===== src/rtl/instr_fetch_ctrl_pkg.sv =====
// Shared constants for the instruction fetch controller: memory size and
// the two-bit FSM state encoding.
package instr_fetch_ctrl_pkg;

  localparam int unsigned INSTR_MEM_SIZE = 128;

  localparam logic [1:0] S_IDLE  = 2'd0;
  localparam logic [1:0] S_RUN   = 2'd1;
  localparam logic [1:0] S_HALT  = 2'd2;
  localparam logic [1:0] S_FAULT = 2'd3;

endpackage


===== src/rtl/instr_fetch_ctrl_buf.sv =====
// One-entry valid/ready pipeline register holding {instr, pc} for decode.
// Flush wins over load; a drained entry keeps its data bits stable.
module instr_fetch_ctrl_buf (
  input  logic        clk,
  input  logic        rst,
  input  logic        flush,
  input  logic        load,
  input  logic [31:0] instr_in,
  input  logic [31:0] pc_in,
  input  logic        ready,
  output logic        valid,
  output logic [31:0] instr,
  output logic [31:0] pc
);

  logic        valid_reg;
  logic [31:0] instr_reg;
  logic [31:0] pc_reg;

  always_ff @(posedge clk or negedge rst) begin
    if (!rst) begin
      valid_reg <= 1'b0;
      instr_reg <= 32'd0;
      pc_reg    <= 32'd0;
    end else if (flush) begin
      valid_reg <= 1'b0;
    end else if (load) begin
      valid_reg <= 1'b1;
      instr_reg <= instr_in;
      pc_reg    <= pc_in;
    end else if (ready) begin
      valid_reg <= 1'b0;
    end
  end

  assign valid = valid_reg;
  assign instr = instr_reg;
  assign pc    = pc_reg;

endmodule


===== src/rtl/instr_fetch_ctrl.sv =====
// Instruction fetch sequencer: owns the PC, addresses the instruction memory
// and feeds a one-entry buffer to decode; handles redirects, halt and fault.
module instr_fetch_ctrl
  import instr_fetch_ctrl_pkg::*;
#(
  parameter int unsigned IM_SIZE  = INSTR_MEM_SIZE,
  parameter logic [31:0] RESET_PC = 32'd0
) (
  input  logic        clk,
  input  logic        rst,
  input  logic        Start,
  output logic [31:0] InstrAddr,
  input  logic [31:0] Instr,
  input  logic        Redirect,
  input  logic [31:0] RedirectPC,
  output logic        FetchValid,
  output logic [31:0] FetchInstr,
  output logic [31:0] FetchPC,
  input  logic        FetchReady,
  output logic        Halt,
  output logic        Fault
);

  localparam logic [31:0] LAST_PC = 32'(IM_SIZE - 4);

  logic [1:0]  state_reg, state_next;
  logic [31:0] pc_reg, pc_next;
  logic [31:0] pc_plus4;
  logic        redirect_take;
  logic        fetch;
  logic        flush;

  assign pc_plus4      = pc_reg + 32'd4;
  assign redirect_take = Redirect && (state_reg == S_RUN || state_reg == S_HALT);
  assign fetch         = (state_reg == S_RUN) && !redirect_take && (!FetchValid || FetchReady);
  // FAULT holds the buffer empty for as long as it lasts.
  assign flush         = redirect_take || (state_reg == S_FAULT);

  always_comb begin
    state_next = state_reg;
    pc_next    = pc_reg;
    if (redirect_take) begin
      pc_next = RedirectPC;
      if (RedirectPC[1:0] != 2'b00)
        state_next = S_FAULT;
      else if (RedirectPC > LAST_PC)
        state_next = S_HALT;
      else
        state_next = S_RUN;
    end else begin
      case (state_reg)
        S_IDLE: if (Start) state_next = S_RUN;
        S_RUN: begin
          if (fetch) begin
            pc_next = pc_plus4;
            if (pc_plus4 > LAST_PC) state_next = S_HALT;
          end
        end
        default: state_next = state_reg;
      endcase
    end
  end

  always_ff @(posedge clk or negedge rst) begin
    if (!rst) begin
      state_reg <= S_IDLE;
      pc_reg    <= RESET_PC;
    end else begin
      state_reg <= state_next;
      pc_reg    <= pc_next;
    end
  end

  instr_fetch_ctrl_buf u_buf (
    .clk      (clk),
    .rst      (rst),
    .flush    (flush),
    .load     (fetch),
    .instr_in (Instr),
    .pc_in    (pc_reg),
    .ready    (FetchReady),
    .valid    (FetchValid),
    .instr    (FetchInstr),
    .pc       (FetchPC)
  );

  assign InstrAddr = pc_reg;
  assign Halt      = (state_reg == S_HALT);
  assign Fault     = (state_reg == S_FAULT);

endmodule


===== config.mk =====
export PLATFORM = sky130hd
export DESIGN_NAME = instr_fetch_ctrl
export DESIGN_NICKNAME = d
export VERILOG_FILES = /design/src/rtl/instr_fetch_ctrl_pkg.sv /design/src/rtl/instr_fetch_ctrl_buf.sv /design/src/rtl/instr_fetch_ctrl.sv
export SDC_FILE = /design/constraint.sdc
export NUM_CORES = 1
export LEC_CHECK = 0
export ABC_CLOCK_PERIOD_IN_PS = 2200
export CORE_ASPECT_RATIO = 0.8
export CORE_MARGIN = 3
export CORE_UTILIZATION = 42
export DETAILED_ROUTE_END_ITERATION = 6
export PLACE_DENSITY = 0.82
export RECOVER_POWER = 50
export SYNTH_ARGS = -nofsm -noshare
export SYNTH_HDL_FRONTEND = slang
export SYNTH_SLANG_ARGS = --single-unit
export TNS_END_PERCENT = 50

===== constraint.sdc =====
create_clock -name clk -period 2.2 [get_ports clk]
set_clock_uncertainty 0.15 [all_clocks]
set_input_delay 0.33 -clock clk [delete_from_list [all_inputs] [get_ports clk]]
set_output_delay 0.33 -clock clk [all_outputs]
set_load 0.02 [all_outputs]

======== After elaboration in Yosys (flattened, before gate mapping) ========
Cells that the tools add are included.
word-level totals
  register bits ........................... 99
  output and inout bits ................... 99
  word-level logic and storage cells ...... 45
cells by class
  add/sub/neg operators ................... 1
  magnitude comparators ................... 2
  eq/ne operators ......................... 6
  mux-type cells .......................... 13
  bitwise operators ....................... 1
  reductions and logical operators ........ 17
operators with widths
  cell                                                                   number
  32-bit two-way mux                                                     3
  32-bit by 7-bit > comparator with 1-bit output, second input constant  2
  32-bit by 3-bit adder with 32-bit output, second input constant        1
  2-bit two-way mux                                                      6
  3-bit != test, second input constant                                   2
  2-bit nonzero test                                                     3
  3-bit nonzero test                                                     2
  2-bit equality test, second input constant                             2
  2-bit case mux with 2 select lines                                     1
  2-bit AND reduction                                                    2
  4-bit AND reduction                                                    1
  1-bit logical AND                                                      3
  1-bit logical OR                                                       3
  1-bit two-way mux                                                      3
  3-bit by 2-bit != test with 1-bit output, second input constant        1
  2-bit by 1-bit equality test with 1-bit output, second input constant  1
  1-bit logical NOT                                                      2
  2-bit logical NOT                                                      1
  1-bit NOT                                                              1

======== Longest topological paths before layout ========
Gate-level depths: netlist of run 1.
  word-level depth ........................ 9
  gate-level depth with buffers ........... 10

======== Cells and area by module ========
A second synthesis of run 1 with hierarchy kept.
second synthesis, totals
  cell total of the unflattened synthesis .. 471
  area, all modules ....................... 5325.1 sq um
modules (own cells, without submodules)
  module                instances  cells an instance  area an instance (sq um)  seq. area each (sq um)
  instr_fetch_ctrl_buf  1          140                2741.4                    1626.6
  instr_fetch_ctrl      1          331                2583.7                    850.8

======== Least setup slack after synthesis of run 1 ========
Ideal clock, no wire load.
  path type ............................... register to register
  start ................................... register pc_reg[3], in the netlist InstrAddr[3]
  end ..................................... register state_reg[1]
  library setup time ...................... 0.128 ns
  data arrival time ....................... 2.247 ns
  required time ........................... 1.922 ns
  path slack .............................. -0.325 ns
  cell stages (with the launch flop) ...... 9
  path buffers ............................ 0
  cell sequence ........................... dfrtp_1 ha_1 and4_1 nand4_1 a2111oi_0 a21oi_1 nor4b_2 a41oi_2 mux2i_1
between the ends
  cells in the longest elaborated chain, start to end .. 4
RTL lines
  element                                                    line                    source
  start, declared                                            instr_fetch_ctrl.sv:27  logic [31:0] pc_reg, pc_next;
  start signal, assigned                                     instr_fetch_ctrl.sv:70  pc_reg <= pc_next;
  32-bit by 3-bit adder with 32-bit output                   instr_fetch_ctrl.sv:33  assign pc_plus4 = pc_reg + 32'd4;
  32-bit by 7-bit > comparator with 1-bit output             instr_fetch_ctrl.sv:56  if (pc_plus4 > LAST_PC) state_next = S_HALT;
  3-bit by 2-bit != test with 1-bit output (no source line)  -
  4-bit AND reduction (no source line)                       -
  end signal, assigned                                       instr_fetch_ctrl.sv:69  state_reg <= state_next;
  end, declared                                              instr_fetch_ctrl.sv:26  logic [1:0] state_reg, state_next;
Every way passes these cells.
A chain may end at the register's enable or synchronous reset.

======== Final worst setup path of run 1 ========
Same ends and word-level chain as after synthesis.

==> impl_summary.md, run 1 <==
Routing
The count of nets left with antenna violations once routing finished came out at 0. After detailed routing, the average wire length per cell comes to 19.8 um. The total number of vias is 5240. The total detailed-routing wirelength is 17.8 mm. The DRC violation count after routing is 0. The first TritonRoute pass finished after 5 iterations. After detailed routing, the number of vias per cell comes to 5.82. After the first detailed-routing iteration, the DRC count stood at 474.

Worst setup path
The classification of the worst setup path is flop to flop. The maximum fanout count along the critical path is 4. STA classifies the critical path startpoint as a flop. The endpoint class of the critical path is a flop.

In this run the register-to-register setup slack is -240 ps. At the worst endpoint, the arrival time is 2550 ps. The data required time of the worst path is 2310 ps.

Global routing
The via count of the first global-routing pass is 5457. The maximum number of pins on one net before global-route repair is 40. The number of antenna violations at the first check in global routing is 0. The first global-routing pass estimated 28.5 mm of wire. In the global route stage, overall resource usage came out at 26.5%. After global routing the overflow that remains totals 0.

Die
The die span in y is 104 um. The placeable core area is 0.0116 sq mm. The floorplan step set the die width to 129 um. The area of the die is 0.0134 sq mm. Pin placement for this block handled 168 I/O pins.

The initial core utilization is 43.5%. Row generation in the floorplan step produced 35 rows.

Clocking
The clock reaches the later pin of the worst-skew pair after 340 ps. Clock-pin slew was measured on the worst setup and hold paths at 70 ps. The cell sitting at the root of the clock tree is a clkbuf_16. The tree built by TritonCTS fans out to 99 sinks. The TritonCTS clock tree is yes. The number of buffers inserted during clock tree synthesis is 9. CTS built an H-tree with a depth of 3. No sink is reached through more buffers than the 2 on the longest clock path.

Place
Buffers placed on the I/O ports in this run total 167. At the end of routability-driven placement, the weighted congestion stood at 0.955. The placement-stage cell area is 0.00765 sq mm.

The sum of net half-perimeters after detailed placement is 12.6 mm.

Timing
The count of endpoints failing hold in the final timing report is 0. The fraction of the cycle the final worst path needs is 111%. The final setup slack of the worst path is -244 ps. After layout, the minimum clock period comes to 2440 ps. Setup repair after global routing could not meet its margin everywhere.

The worst hold slack after final layout is 345 ps. At the pin with the least slew margin, the transition time is 884 ps. The number of pins with negative max-slew slack in the final report came to 0.

Measured against its own limit, the worst slew margin works out to 41.1%. Derived from the worst setup path, the maximum achievable clock frequency is 409 MHz. Setup violations remaining at the end of the flow were counted as 59. Adding up every negative setup slack in the final design gives -2320 ps.

Outcome
The final reports fail on setup timing. The flow ran to the end, but the final reports show violations.

Layout
The antenna diode instance count is 0. The final core area utilization is 71.9%. For this run, the post-layout net count is 823.

The proportion of layout cells with a drive suffix above 1 is 32.4%. Relative to the synthesized area, the layout overhead comes to 65.3%. The post-route cell area is 0.00837 sq mm.

Synth
The number of nets produced by synthesis is 553. The synthesized cell area is 0.00506 sq mm. In this run, synthesis inferred 0 flip-flops with an integrated enable. For this run, the leading register cell type out of synthesis is dfrtp_1. A synthesized cell averages 10.6 sq um. The proportion of synthesized flip-flops having asynchronous set or reset is 100%. The cell count after synthesis is 478.

During synthesis, Yosys emitted a total of 0 warnings. The share of the yosys chip area belonging to registers is 48.9%. The number of register bits inferred by synthesis is 99.

The count of cell types in the netlist is 57.

Run
The max capacitance violation total is 0.

Power and ir drop
The peak supply drop is 438 uV. The reported leakage power is 0.00394 uW. In this run the power density over the cells is 432 mW/mm^2.

Min path
The path class of the tightest hold or removal check is flop to flop.
[power breakdown]
group / internal (uW) / switching (uW) / leakage (uW)
Combinational: 124 / 78.5 / 0.00245
Clock: 903 / 690 / 0.000148
Sequential: 1820 / 0 / 0.00134
Total: 2850 / 768 / 0.00394
[cells in the final DEF, fill, tap and decap left out, types with 5 or more instances in the layout]
master,instances
a221o_1,9
nand4_1,8
o21ai_0,26
clkdlybuf4s50_1,130
nor4_1,8
dfrtp_1,86
inv_1,8
mux2_4,11
nand3_1,17
mux2_2,50
xor2_1,5
o311ai_0,6
nor3_1,12
dlygate4sd3_1,34
o21ai_1,5
a31oi_1,6
a21oi_1,15
buf_4,107
and3_1,6
nor2_1,27
nand2_1,49
clkbuf_16,9
dfrtp_2,13
a22oi_1,6
[critical path: stages, from the launching register on]
cell       delay, ps
dfrtp_2          410
nand2_1          110
buf_4            170
nor4_4           320
nand3_2          160
a2111oi_4        370
o2111a_1         290
a41oi_2          170
mux2i_1          220
[routing by layer]
layer,vias up,track usage [%],share of wire (%),routed length [um]
met4,0,6.82,1.9,332
met3,37,6.57,8.7,1560
met1,2573,35.5,41,7360
met2,309,43.0,48,8590
li1,2321,-,-,-
met5,-,0,0,0
[area by class of cell]
type,instances,area (sq um)
timing repair buffer,289,2700
multi-input combinational,340,2670
clock buffer,10,239
sequential,99,2490
inverter,9,36.3
clock inverter,5,53.8
fill,805,3280
tap,148,185
[what timing repair did]
| action | CTS | global route |
|---|---|---|
| hold endpoints to repair | 31 | 0 |
| buffers inserted | 20 | 4 |
| hold buffers | 1 | 0 |
| endpoints found under the setup margin | 66 | 62 |
| gates cloned | 3 | 0 |
| pin swaps | 12 | 9 |
| gates resized for setup | 24 | 32 |
[kinds of logic (layout without fill, tap and decap cells)]
logic type	count (synthesis)	in the layout	synth area share (%)
multiplexers	66	66	14.6
flip-flops	99	99	48.9
XOR/XNOR	7	7	1.21
AND/OR/NAND/NOR	167	167	17.6
AO/OA/AOI/OAI	94	94	12.8
adder cells (fa/ha/maj)	6	6	1.48
buffers and inverters	39	313	3.34
[Yosys cell counts, drive strengths merged (3+ instances only)]
master / number / area [sq um]
ha: 6 / 75.1
a21oi: 15 / 75.1
o311ai: 8 / 70.1
xor2: 5 / 43.8
and4: 7 / 61.3
dfrtp: 99 / 2480
or3: 4 / 25.0
and3: 6 / 37.5
inv: 9 / 33.8
nor2: 28 / 105
nand4: 9 / 62.6
nand3: 20 / 118
and2: 3 / 18.8
clkbuf: 17 / 65.1
a221o: 9 / 90.1
a22oi: 7 / 52.6
mux2: 64 / 721
nor4: 13 / 103
buf: 13 / 70.1
o21ai: 32 / 160
nor3: 16 / 85.1
nand2b: 4 / 25.0
a31oi: 6 / 37.5
nand2: 49 / 184
[final timing paths]
check	start	cells after the start	to
max reg2reg	InstrAddr[3]	8	state_reg[1]
max in group asynchronous	rst	3	InstrAddr[15]
min in group asynchronous	rst	2	u_buf.pc[9]
min reg2reg	u_buf.instr[17]	1	u_buf.instr[17]
max	InstrAddr[3]	8	state_reg[1]
min	u_buf.instr[17]	1	u_buf.instr[17]
[per-stage QoR]
step	instances	power (uW)	setup slack [ps]
finish	900	3610	-244
global route	900	3750	-308
CTS	897	3640	-118
detailed placement	858	2060	-241
global placement	858	2060	-131
floorplan	478	1860	-111
(Power assumes the default switching activity.)
==> inputs of run 2 (changes only) <==
--- a/constraint.sdc
+++ b/constraint.sdc
@@ -4,2 +4,2 @@
 set_output_delay 0.33 -clock clk [all_outputs]
-set_load 0.02 [all_outputs]
+set_load 0.05 [all_outputs]
==> impl_summary.md, run 2 (same netlist as run 1, synthesis figures left out) <==
Outcome
Run status: finished, violations left (unchanged). Violations in the final reports: setup timing (unchanged).

Routing
The count of nets left with antenna violations after detail routing is 0 (unchanged). The number of violations reported at the end of detailed-routing iteration 0 is 536 (was 474). The DRC violation count after routing is 0 (unchanged). The number of search-and-repair iterations in the first detailed-routing pass came to 5 (unchanged). The average vias per placed instance came to 5.76 (was 5.82). The total number of vias is 5052 (was 5240). The total detailed-routing wirelength was 16.8 mm (was 17.8 mm). The final routed wire length divided by cell count is 19.1 um (was 19.8 um).

Timing
The total negative slack for setup checks is -164 ps (was -2320 ps). The final setup slack of the worst path is -86.3 ps (was -244 ps). The number of endpoints failing setup at the final stage is 3 (was 59).

The fraction of the cycle the final worst path needs is 104% (was 111%). The relative slew slack is 8.85% (was 41.1%). RSZ-0062 raised after global routing: yes (unchanged). The final critical delay including setup and external delays is 2290 ps (was 2440 ps).

The slew of the pin with the lowest slew margin is 1370 ps (was 884 ps). The count of endpoints failing hold in the final timing report is 0 (unchanged). The upper clock frequency limit is 437 MHz (was 409 MHz).

The number of pins with negative max-slew slack in the final report is 0 (unchanged).

Layout
The number of nets in the finished design was 799 (was 823). The post-route cell area is 0.00805 sq mm (was 0.00837 sq mm). The most frequent standard cell in the layout excluding fill and tap cells is clkdlybuf4s50_1 (unchanged). Commonest non-fill, non-tap cells in the layout: clkdlybuf4s50_1, buf_4, dfrtp_1 (unchanged). The area added between synthesis and finish is 58.9% (was 65.3%). The number of fill cells came to 872 (was 805). The antenna diode instance count came to 0 (unchanged). The proportion of layout cells with a drive suffix above 1 came to 31.4% (was 32.4%).

Place
The sum of net half-perimeters after detailed placement is 11.6 mm (was 12.6 mm). The placement-stage cell area is 0.00753 sq mm (was 0.00765 sq mm). The routability-driven placement congestion ratio is 0.919 (was 0.955). The setup slack after placement is -259 ps (was -241 ps). The count of buffers inserted at the top-level ports was 167 (unchanged).

Power and ir drop
The total power consumption of the routed design is 3630 uW (was 3610 uW). The reported leakage power is 0.00381 uW (was 0.00394 uW). The peak supply drop came to 367 uV (was 438 uV). The power density over cell area was 451 mW/mm^2 (was 432 mW/mm^2).

Clocking
The library cell used as clock root buffer is clkbuf_16 (unchanged). The CTS clock-pin slew for the worst setup and hold paths was 70 ps (about the same). The TritonCTS clock tree is yes (unchanged).

The maximum number of buffers from clock root to sink is 2 (unchanged). The number of clock sinks is 99 (unchanged). The count of H-tree levels built during CTS is 3 (unchanged). The number of buffers inserted during clock tree synthesis is 9 (unchanged).

The source-to-sink clock delay at the later pin of the worst-skew pair is 340 ps (about the same).

Global routing
The global-route usage over all layers is 24.1% (was 26.5%). The number of antenna violations at the first check in global routing is 0 (unchanged). The global route total overflow is 0 (unchanged). The first-pass GRT wire length was 26.0 mm (was 28.5 mm). The via count of the first global-routing pass is 4968 (was 5457). The maximum number of pins on one net before global-route repair is 100 (was 40).

Worst setup path
The data arrival time of the critical path is 2360 ps (was 2550 ps). The kind of start point of the critical path is a flop (unchanged). The endpoint class of the critical path is a flop (unchanged). The data required time of the worst path is 2270 ps (was 2310 ps).

The classification of the worst setup path was flop to flop (unchanged). The maximum fanout count along the critical path is 5 (was 4).

Run
The max capacitance violation total is 0 (unchanged).

Die
The count of standard-cell rows is 35 (unchanged). The die span in y is 104 um (unchanged). The placeable core area came to 0.0116 sq mm (unchanged). The I/O pin total is 168 (unchanged). The width of the die is 129 um (unchanged). The initial core utilization is 43.5% (unchanged). The area of the die is 0.0134 sq mm (unchanged).

Min path
The path category of the worst min-delay check is flop to flop (unchanged).
[run 2: cell types whose count changed in the layout (fill, tap and decap cells not counted), sizes merged]
cell           before  now
dlygate4sd3        34    1
inv                 9   11
clkinvlp            0    1
dlygate4sd2         2    7
clkinv              4    2
buf               118  101
clkdlybuf4s50     130  138
clkbuf             14   18
dlymetal6s2s        1   10
[run 2: path summary, 6_finish.rpt]
check	start	to	slack, ps	cells after the start
worst min register to register	u_buf.instr[14]	u_buf.instr[14]	350	1
worst min-delay path	u_buf.instr[14]	u_buf.instr[14]	350	1
min in group asynchronous	rst	u_buf.pc[6]	790	3
worst max-delay path	InstrAddr[3]	state_reg[1]	-90	8
max in group asynchronous	rst	InstrAddr[24]	130	3
worst max register to register	InstrAddr[3]	state_reg[1]	-90	8
[run 2: stage by stage]
step | util, % | cells | hold slack, ps
global route | 69.1 | 877 | 373
floorplan | - | 478 | -116
finish | 69.1 | 877 | 346
CTS | 68.0 | 870 | 348
detailed placement | 64.7 | 847 | 284
global placement | 64.7 | 847 | 272
[run 2: power by group]
part	internal, uW	switching (uW)	leakage, uW
Sequential	1820	0	0.00133
Combinational	121	75.8	0.00233
Clock	895	716	0.000144
[run 2: critical path: stages, from the launching register on]
cell,delay [ps]
dfrtp_2,420
ha_4,150
and4_4,230
and4_4,260
nand3_2,110
a2bb2oi_2,160
nor4b_2,340
a41oi_2,190
mux2i_1,150
[run 2: repair_timing]
item,in CTS,in global routing
endpoints found under the hold margin,99,0
hold buffers,1,0
cloned,0,2
pin swaps,11,2
gates resized for setup,20,18
setup buffers,6,5
setup endpoints to repair,42,88
[run 2: cell type report]
| type | count | area (sq um) | share of cell area (%) |
|---|---|---|---|
| clock buffer | 10 | 229 | 2.85 |
| tap | 148 | 185 | 2.30 |
| multi-input combinational | 340 | 2550 | 31.8 |
| timing repair buffer | 265 | 2470 | 30.7 |
| sequential | 99 | 2500 | 31.1 |
| inverter | 9 | 33.8 | 0.420 |
| clock inverter | 6 | 72.6 | 0.902 |
[run 2: metal layers]
metal | routed length, um | vias to the layer above | GRT usage (%)
met1 | 7270 | 2464 | 34.1
met5 | 0 | - | 0
li1 | - | 2275 | -
met2 | 7780 | 283 | 37.2
met3 | 1440 | 30 | 6.72
met4 | 290 | 0 | 5.10
==> inputs of run 3 (changes only) <==
- PLACE_DENSITY: 0.82 -> 0.77
==> impl_summary.md, run 3 (same netlist as run 1, synthesis figures left out) <==
Clocking
The source-to-sink clock delay at the later pin of the worst-skew pair is 350 ps (was 340 ps). The count of H-tree levels built during CTS came to 3 (unchanged). The number of clock sinks is 99 (unchanged). The TritonCTS clock tree is yes (unchanged).

The number of buffers inserted during clock tree synthesis is 9 (unchanged). The maximum number of buffers from clock root to sink is 2 (unchanged). The library cell used as clock root buffer is clkbuf_16 (unchanged). The CTS clock-pin slew for the worst setup and hold paths is 80 ps (was 70 ps).

Timing
The relative slew slack came to 36.1% (was 8.85%). The number of endpoints failing setup at the final stage is 63 (was 3). The final critical delay including setup and external delays is 2290 ps (about the same). The number of pins with negative max-slew slack in the final report is 0 (unchanged). RSZ-0062 raised after global routing: yes (unchanged).

The slew of the pin with the lowest slew margin is 958 ps (was 1370 ps). The upper clock frequency limit was 436 MHz (was 437 MHz). The count of endpoints failing hold in the final timing report is 0 (unchanged).

The final setup slack of the worst path came to -92.7 ps (was -86.3 ps). The fraction of the cycle the final worst path needs is 104% (about the same).

Routing
The total number of vias came to 5001 (was 5052). The number of search-and-repair iterations in the first detailed-routing pass is 5 (unchanged). The final routed wire length divided by cell count is 19.4 um (was 19.1 um).

The count of nets left with antenna violations after detail routing is 0 (unchanged). The number of violations reported at the end of detailed-routing iteration 0 came to 520 (was 536). The DRC violation count after routing is 0 (unchanged). The total detailed-routing wirelength is 17.1 mm (was 16.8 mm).

The average vias per placed instance is 5.68 (was 5.76).

Die
The I/O pin total came to 168 (unchanged). The count of standard-cell rows is 35 (unchanged). The area of the die was 0.0134 sq mm (unchanged). The initial core utilization is 43.5% (unchanged). The width of the die came to 129 um (unchanged). The placeable core area was 0.0116 sq mm (unchanged). The die span in y is 104 um (unchanged).

Worst setup path
The data arrival time of the critical path came to 2380 ps (was 2360 ps). The longest individual stage delay on the worst path is 420 ps (about the same). The data required time of the worst path is 2290 ps (was 2270 ps). The kind of start point of the critical path is a flop (unchanged). The endpoint class of the critical path is a flop (unchanged). Ordered cell list for the critical path: ha_4 -> and4_4 -> nand4_1 -> a2111oi_2 -> a21oi_1 -> nor4b_2 -> a41oi_2 -> mux2i_1 (was ha_4 -> and4_4 -> and4_4 -> nand3_2 -> a2bb2oi_2 -> nor4b_2 -> a41oi_2 -> mux2i_1). The top cell family by delay on the critical path is simple AND/OR/NAND/NOR gates (unchanged). The count of buffer and inverter cells on the critical path is 0 (unchanged). The master of the slowest instance on the critical path was dfrtp_2 (unchanged). The maximum fanout count along the critical path came to 5 (unchanged). The classification of the worst setup path is flop to flop (unchanged).

Place
The sum of net half-perimeters after detailed placement was 12.4 mm (was 11.6 mm). The count of buffers inserted at the top-level ports is 167 (unchanged). The cell count after placement was 851 (was 847).

The setup slack after placement is -276 ps (was -259 ps). The routability-driven placement congestion ratio was 0.972 (was 0.919). The placement-stage cell area is 0.00756 sq mm (was 0.00753 sq mm).

Layout
The most frequent standard cell in the layout excluding fill and tap cells is clkdlybuf4s50_1 (unchanged). Commonest non-fill, non-tap cells in the layout: clkdlybuf4s50_1, buf_4, dfrtp_1 (unchanged). The final instance count without filler cells came to 881 (was 877). The number of nets in the finished design is 803 (was 799). The post-route cell area is 0.00802 sq mm (was 0.00805 sq mm). The area of the multi-input gates is 0.00264 sq mm (was 0.00255 sq mm).

The proportion of layout cells with a drive suffix above 1 came to 31.9% (was 31.4%). The antenna diode instance count is 0 (unchanged). The flip-flop and latch area came to 0.00250 sq mm (unchanged). The number of fill cells was 865 (was 872). The area added between synthesis and finish was 58.4% (was 58.9%).

Global routing
The global route total overflow came to 0 (unchanged). The maximum number of pins on one net before global-route repair is 44 (was 100). The via count of the first global-routing pass was 5067 (was 4968). The number of antenna violations at the first check in global routing is 0 (unchanged). The global-route usage over all layers is 24.5% (was 24.1%). The first-pass GRT wire length was 26.3 mm (was 26.0 mm).

Outcome
Run status: finished, violations left (unchanged). Violations in the final reports: setup timing (unchanged).

Power and ir drop
The peak supply drop is 378 uV (was 367 uV). The power density over cell area is 450 mW/mm^2 (was 451 mW/mm^2). The reported leakage power came to 0.00364 uW (was 0.00381 uW).

Min path
The path category of the worst min-delay check is flop to flop (unchanged).

Run
The max capacitance violation total is 0 (unchanged).
run 3: worst register-to-register path: cells and delay by family, from the launching register on:
family	cells	cell delay, ps
AOI/OAI and AO/OA	3	650
adders and majority gates	1	150
DFF	1	420
muxes	1	150
and+or+nand+nor	3	650
run 3: area by class of cell:
| class | instances | area share [%] |
|---|---|---|
| flip-flops and latches | 99 | 31.2 |
| inverters | 9 | 0.421 |
| clock buffers | 9 | 2.81 |
| clock inverters | 7 | 0.920 |
| multi-input cells | 340 | 32.9 |
| well taps | 148 | 2.31 |
| repair buffers | 269 | 29.5 |
run 3: per-stage QoR:
step	setup TNS, ps	total power, uW	util (%)	hold WS [ps]
after global placement	-8990	2050	64.9	174
after CTS	-70.2	3650	68.2	351
after floorplan	-539	1860	-	-116
after global routing	-9250	3720	68.9	368
after detailed placement	-11780	2050	64.9	184
final	-2310	3610	68.9	350
run 3: path summary, 6_finish.rpt:
check                                      from  cells after the start  slack, ps               to
worst max-delay path               InstrAddr[2]                      8        -90     state_reg[1]
worst min-delay path            u_buf.instr[15]                      1        350  u_buf.instr[15]
worst max register to register     InstrAddr[2]                      8        -90     state_reg[1]
worst min register to register  u_buf.instr[15]                      1        350  u_buf.instr[15]
max in group asynchronous                   rst                      3        200     InstrAddr[7]
min in group asynchronous                   rst                      2        510  u_buf.instr[17]
run 3: per-layer routing:
layer / up-vias / GRT usage (%) / part of all wire (%)
li1: 2286 / - / -
met1: 2470 / 33.9 / 42
met2: 230 / 39.2 / 48
met3: 15 / 5.70 / 8.5
met4: 0 / 5.40 / 0.98
met5: - / 0 / 0
run 3: power by group:
group / internal, uW / switching [uW]
clock: 808 / 787
combinational: 120 / 77.3
sequential: 1820 / 0
run 3: timing repair:
| item | in CTS | in global routing |
|---|---|---|
| hold buffers | 1 | 0 |
| endpoints found under the hold margin | 35 | 0 |
| pin swaps | 11 | 9 |
| gates resized for setup | 24 | 30 |
| cloned | 0 | 3 |
| buffers inserted | 0 | 10 |
| endpoints found under the setup margin | 16 | 67 |
